<file path="config.mk">
export PLATFORM = sky130hd
export DESIGN_NAME = aer_event_sender
export DESIGN_NICKNAME = d
export VERILOG_FILES = /design/src/rtl/aer_event_sender.sv
export SDC_FILE = /design/constraint.sdc
export NUM_CORES = 1
export LEC_CHECK = 0
export CAP_MARGIN = 15
export CORE_ASPECT_RATIO = 0.6
export CORE_MARGIN = 4
export CORE_UTILIZATION = 49
export DETAILED_ROUTE_END_ITERATION = 10
export MAX_ROUTING_LAYER = met4
export PLACE_DENSITY = 0.78
export SLEW_MARGIN = 20
export SYNTH_ARGS = -nofsm -noshare
export SYNTH_HDL_FRONTEND = slang
export SYNTH_SLANG_ARGS = --single-unit
</file>
<file path="constraint.sdc">
create_clock -name CLK -period 2.1 [get_ports CLK]
set_input_delay 0.525 -clock CLK [delete_from_list [all_inputs] [get_ports CLK]]
set_output_delay 0.525 -clock CLK [all_outputs]
set_load 0.01 [all_outputs]
</file>
<file path="src/rtl/aer_event_sender.sv">
// aer_event_sender: sends sorted pixel indexes (or the AER reset marker) to the
// SNN core as bundled-data, 4-phase REQ/ACK events. Only one event is in flight
// at a time; AERIN_CTRL_BUSY tells the sorter when the sender can take another.
// Per-image event counters and sticky error flags feed the top-level controller.
module aer_event_sender #(
  parameter int                    IMAGE_SIZE      = 256,
  parameter int                    IMAGE_SIZE_BITS = $clog2(IMAGE_SIZE),
  parameter int                    AER_WIDTH       = IMAGE_SIZE_BITS + 2,
  parameter logic [AER_WIDTH-1:0]  RST_MARKER      = AER_WIDTH'({2'b01, {IMAGE_SIZE_BITS{1'b1}}}),
  parameter int                    ACK_SYNC_STAGES = 2,
  parameter int                    TIMEOUT_CYCLES  = 1023
) (
  input  logic                       CLK,
  input  logic                       RST,
  input  logic [AER_WIDTH-1:0]       NEXT_INDEX,
  input  logic                       FOUND_NEXT_INDEX,
  input  logic                       CLEAR,
  output logic                       AERIN_CTRL_BUSY,
  output logic [AER_WIDTH-1:0]       AERIN_ADDR,
  output logic                       AERIN_REQ,
  input  logic                       AERIN_ACK,
  output logic [IMAGE_SIZE_BITS:0]   PIXEL_EVENT_CNT,
  output logic [1:0]                 RST_EVENT_CNT,
  output logic                       TIMEOUT_ERR,
  output logic                       OVERRUN_ERR
);

  localparam int PIX_W = IMAGE_SIZE_BITS + 1;
  localparam int TMO_W = $clog2(TIMEOUT_CYCLES + 1);
  localparam logic [TMO_W-1:0] TMO_MAX = TMO_W'(TIMEOUT_CYCLES);

  typedef enum logic [2:0] {
    S_IDLE,
    S_SETUP,
    S_REQ_HI,
    S_REQ_LO,
    S_COMPLETE
  } state_t;

  state_t                 state, state_nxt;
  logic [ACK_SYNC_STAGES-1:0] ack_sync;
  logic                   ack_s;
  logic [TMO_W-1:0]       tmo_cnt, tmo_cnt_nxt;
  logic                   in_phase;
  logic                   tmo_hit;
  // Remembers that the current event timed out so COMPLETE does not count it.
  logic                   evt_tmo, evt_tmo_nxt;

  logic [AER_WIDTH-1:0]   addr_nxt;
  logic                   req_nxt;
  logic                   busy_nxt;
  logic [PIX_W-1:0]       pix_cnt_nxt;
  logic [1:0]             rst_cnt_nxt;
  logic                   tmo_err_nxt;
  logic                   ovr_err_nxt;

  // ACK synchroniser: AERIN_ACK is asynchronous, so only ack_s is ever used.
  always_ff @(posedge CLK) begin
    if (RST) begin
      ack_sync <= '0;
    end else begin
      ack_sync <= {ack_sync[ACK_SYNC_STAGES-2:0], AERIN_ACK};
    end
  end

  assign ack_s    = ack_sync[ACK_SYNC_STAGES-1];
  assign in_phase = (state == S_REQ_HI) || (state == S_REQ_LO);
  assign tmo_hit  = in_phase && (tmo_cnt == TMO_MAX);

  // State register: FSM state plus every registered output and datapath flop.
  always_ff @(posedge CLK) begin
    if (RST) begin
      state           <= S_IDLE;
      tmo_cnt         <= '0;
      evt_tmo         <= 1'b0;
      AERIN_ADDR      <= '0;
      AERIN_REQ       <= 1'b0;
      AERIN_CTRL_BUSY <= 1'b0;
      PIXEL_EVENT_CNT <= '0;
      RST_EVENT_CNT   <= '0;
      TIMEOUT_ERR     <= 1'b0;
      OVERRUN_ERR     <= 1'b0;
    end else begin
      // NOTE: non-blocking assignments so every flop samples pre-edge values.
      state           <= state_nxt;
      tmo_cnt         <= tmo_cnt_nxt;
      evt_tmo         <= evt_tmo_nxt;
      AERIN_ADDR      <= addr_nxt;
      AERIN_REQ       <= req_nxt;
      AERIN_CTRL_BUSY <= busy_nxt;
      PIXEL_EVENT_CNT <= pix_cnt_nxt;
      RST_EVENT_CNT   <= rst_cnt_nxt;
      TIMEOUT_ERR     <= tmo_err_nxt;
      OVERRUN_ERR     <= ovr_err_nxt;
    end
  end

  // Next-state logic: handshake sequencing with a per-phase timeout escape.
  always_comb begin
    // NOTE: default assignment first so no path leaves state_nxt unassigned (no latch).
    state_nxt = state;
    unique case (state)
      S_IDLE:     if (FOUND_NEXT_INDEX) state_nxt = S_SETUP;
      S_SETUP:    state_nxt = S_REQ_HI;
      S_REQ_HI:   if (ack_s || tmo_hit) state_nxt = S_REQ_LO;
      S_REQ_LO: begin
        if (!ack_s)       state_nxt = S_COMPLETE;
        else if (tmo_hit) state_nxt = S_IDLE;
      end
      S_COMPLETE: state_nxt = S_IDLE;
      default:    state_nxt = S_IDLE;
    endcase
  end

  // Output logic: next values of REQ/BUSY/ADDR, timeout counter, counters and flags.
  always_comb begin
    addr_nxt    = AERIN_ADDR;
    req_nxt     = AERIN_REQ;
    busy_nxt    = AERIN_CTRL_BUSY;
    evt_tmo_nxt = evt_tmo;
    pix_cnt_nxt = PIXEL_EVENT_CNT;
    rst_cnt_nxt = RST_EVENT_CNT;
    tmo_err_nxt = TIMEOUT_ERR;
    ovr_err_nxt = OVERRUN_ERR;

    unique case (state)
      S_IDLE: begin
        if (FOUND_NEXT_INDEX) begin
          addr_nxt    = NEXT_INDEX;
          busy_nxt    = 1'b1;
          evt_tmo_nxt = 1'b0;
        end
      end
      S_SETUP: begin
        // Address has had a full cycle to settle before REQ rises.
        req_nxt = 1'b1;
      end
      S_REQ_HI: begin
        if (ack_s) begin
          req_nxt = 1'b0;
        end else if (tmo_hit) begin
          req_nxt     = 1'b0;
          tmo_err_nxt = 1'b1;
          evt_tmo_nxt = 1'b1;
        end
      end
      S_REQ_LO: begin
        if (ack_s && tmo_hit) begin
          tmo_err_nxt = 1'b1;
          busy_nxt    = 1'b0;
        end
      end
      S_COMPLETE: begin
        busy_nxt = 1'b0;
        if (!evt_tmo) begin
          if (AERIN_ADDR == RST_MARKER) begin
            if (!(&RST_EVENT_CNT)) rst_cnt_nxt = RST_EVENT_CNT + 2'd1;
          end else begin
            if (!(&PIXEL_EVENT_CNT)) pix_cnt_nxt = PIXEL_EVENT_CNT + PIX_W'(1);
          end
        end
      end
      default: ;
    endcase

    // A strobe while an event is in flight is dropped and flagged.
    if (FOUND_NEXT_INDEX && (state != S_IDLE)) ovr_err_nxt = 1'b1;

    // CLEAR has the last word on counters and flags, even over a COMPLETE.
    if (CLEAR) begin
      pix_cnt_nxt = '0;
      rst_cnt_nxt = '0;
      tmo_err_nxt = 1'b0;
      ovr_err_nxt = 1'b0;
    end

    // Timeout counter restarts on every state change and runs only in REQ phases.
    if (state_nxt != state)  tmo_cnt_nxt = '0;
    else if (in_phase)       tmo_cnt_nxt = tmo_cnt + TMO_W'(1);
    else                     tmo_cnt_nxt = '0;
  end

endmodule
</file>
==> impl_metrics.ini <==
[sta]
maxSlewHeadroom = 0.584
maxSlewViolCount = 0
layout_min_cycle_time_ns = 1.84
fmax_mhz = 545
final_critical_path_setup_slack_ns = 0.264
worst_slew_pin_slew_ns = 0.622
fin_crit_sh = 0.874
final_hold_viol_count = 0
rsz0062_at_grt = no
fin_skew_ns = 0.00845
hold_ws_ns = 0.460
fin_tns_setup_ns = 0
setup_viol = 0

[final_layout]
nNetsFinal = 264
ff_latch_area_um2 = 821
syn_to_final_growth_pct = 29.6
drive_gt1_frac = 0.0574
n_antenna_cell = 0
final_cell_mix = 41 x dfxtp_1, 39 x clkdlybuf4s50_1, 34 x nand2_1
final_common_cell = dfxtp_1
multi_input_area_um2 = 870
fin_area_um2 = 2240
fill_cells = 299

[placement]
gp_congestion = 0.787
place.detailed.hpwl_um = 2850
dp_slack_ns = 0.171
placedInstanceArea_um2 = 2160
io_buffers = 39

[power_and_ir_drop]
p_sw_mw = 0.349
pwr-share-comb = 0.108
clkPwrFrac = 0.323
power_mw = 1.45
leakage_nw = 0.762
powerDensity_nw_per_um2 = 647
ir_drop_uv = 363
sw_frac_of_total = 0.241
seq_power_share = 0.569
p_int_mw = 1.10

[logic_synthesis]
synth_top_area_frac = 0.475
ys_top_cells_by_area = dfxtp_1 47%, nand2_1 7.4%, a21oi_1 6.7%
syn_area_um2 = 1730
syn_nets = 224
netlist_instances = 205
ys_types = 34
ys_warn_count = 0
seq_area_frac_synth = 0.475
synth.avg_cell_area_um2 = 8.43
ys_ff_latch = 41
synth_area_leader_cell = dfxtp_1

[setup_path]
critical_path.max_stage_delay_ns = 0.41
cp_max_fo = 17
start_kind = flop
crit_buf_inv = 1
cp.arrival_ns = 2.06
crit_path_cell_trace = ha_1 > nand3_1 > nor2_1 > ha_1 > inv_1 > o311ai_4 > or3_1 > a21oi_1
endpoint_kind = flop
path_delay_family = simple AND/OR/NAND/NOR gates
required_ns = 2.33
cpMaxStageDelayCell = or3_1
crit_type = flop to flop
crit_top_cell = ha_1

[floorplanning]
coreArea_um2 = 3320
ioPinCount = 40
die_x_um = 84.7
start_util = 0.520
rows = 16
die_h_um = 54.0
die-area_um2 = 4570

[global_route]
grt_overflow_total = 0
antenna_found_initial = 0
grt_pass1_vias = 1337
grt_usage = 0.186
grt_start_max_net_pins = 18
grt_first_pass_wirelength_um = 6310

[hold_path]
hold_class = flop to flop

[clocking]
cts_sinks = 41
numCtsBuffers = 5
cts_buffer_depth = 2
postCtsHoldBufs = 0
htree_levels = 2
worstSkewPairLatency_ns = 0.29
clkSlewWorstSetupHoldPaths_ns = 0.08
clockRootBuffer = clkbuf_8
cts_tree = built

[status]
run_status = finished, final reports clean

[job]
maxCapViolations = 0

[routing]
ant_nets = 0
vias = 1502
drtIter0Drc = 75
routedWlPerCell_um = 13.2
viasPerCell = 5.20
drt_pass1_iterations = 4
drc = 0
routed_wl_um = 3810
==> cells in the mapped netlist <==
master	count
dfxtp_1	41
nand2_1	34
a21oi_1	23
nor2_1	19
nand3_1	11
o21ai_0	9
or3_1	8
xor2_1	6
clkbuf_1	4
ha_1	4
inv_1	4
nand4_1	4
or2_2	4
and4_1	3
buf_2	3
nor2b_1	3
xnor2_1	3
a31oi_1	2
and3_1	2
nand2b_1	2
nor3_1	2
o21a_1	2
a2111oi_0	1
a41o_1	1
and2_1	1
buf_1	1
nand3b_1	1
nand4b_1	1
nor3b_1	1
nor4b_4	1
o211ai_1	1
o21ai_1	1
o311ai_2	1
o31ai_1	1
==> kinds of logic after synthesis <==
family,synth area share
and+or+nand+nor,0.282
AOI/OAI and AO/OA,0.140
DFF,0.475
buffers and inverters,0.0282
xor gates and xnor gates,0.0456
adders and majority gates,0.0289
==> registers in the layout, indices dropped and copies added, names as in the netlist, 2 cells and up <==
register         flops
state                3
PIXEL_EVENT_CNT      9
RST_EVENT_CNT        2
ack_sync             2
AERIN_ADDR          10
tmo_cnt             10
==> power by group through the flow <==
stage / combinational [mW] / clock, mW / sequential, mW
after floorplan: 0.0697 / 0 / 0.847
after global placement: 0.155 / 0 / 0.843
after detailed placement: 0.156 / 0 / 0.843
after CTS: 0.157 / 0.478 / 0.825
after global routing: 0.174 / 0.510 / 0.829
final: 0.156 / 0.468 / 0.826
==> timing repair <==
| item | in CTS | in global routing |
|---|---|---|
| endpoints found under the setup margin | 0 | 1 |
| setup buffers | 0 | 0 |
| resized for setup | 0 | 1 |
==> final cells by class <==
| type | count | share of cell area |
|---|---|---|
| Clock buffer | 5 | 0.0307 |
| Clock inverter | 1 | 0.00223 |
| Inverter | 4 | 0.00670 |
| Multi-Input combinational cell | 152 | 0.388 |
| Sequential cell | 41 | 0.366 |
| Tap cell | 45 | 0.0251 |
| Timing Repair Buffer | 41 | 0.181 |
==> layer usage <==
metal | vias to the layer above | share of wire | track usage
met5 | - | 0 | -
met4 | 0 | 0.0076 | 0.0632
met1 | 673 | 0.55 | 0.259
li1 | 785 | - | -
met2 | 41 | 0.38 | 0.244
met3 | 3 | 0.070 | 0.0688
==> final timing paths <==
| kind | from | end | slack [ns] | cells past startpoint |
|---|---|---|---|---|
| min | ack_sync[0] | ack_sync[1] | 0.46 | 1 |
| min reg2reg | ack_sync[0] | ack_sync[1] | 0.46 | 1 |
| max reg2reg | PIXEL_EVENT_CNT[0] | PIXEL_EVENT_CNT[3] | 0.26 | 8 |
| max | PIXEL_EVENT_CNT[0] | PIXEL_EVENT_CNT[3] | 0.26 | 8 |
==> through the flow <==
step / util / std cells
after global placement: 0.649 / 283
after global routing: 0.674 / 289
after detailed placement: 0.649 / 283
after floorplan: - / 205
after CTS: 0.671 / 289
final: 0.674 / 289
==> worst register-to-register path: cells and delay by family, from the launching register on <==
kind            cells  cell delay, ns
compound gates      2            0.34
fa+ha+maj           2            0.43
buf+inv             1            0.09
flops               1            0.35
simple gates        3            0.56
Note: power is estimated with default switching activity, not from simulation.
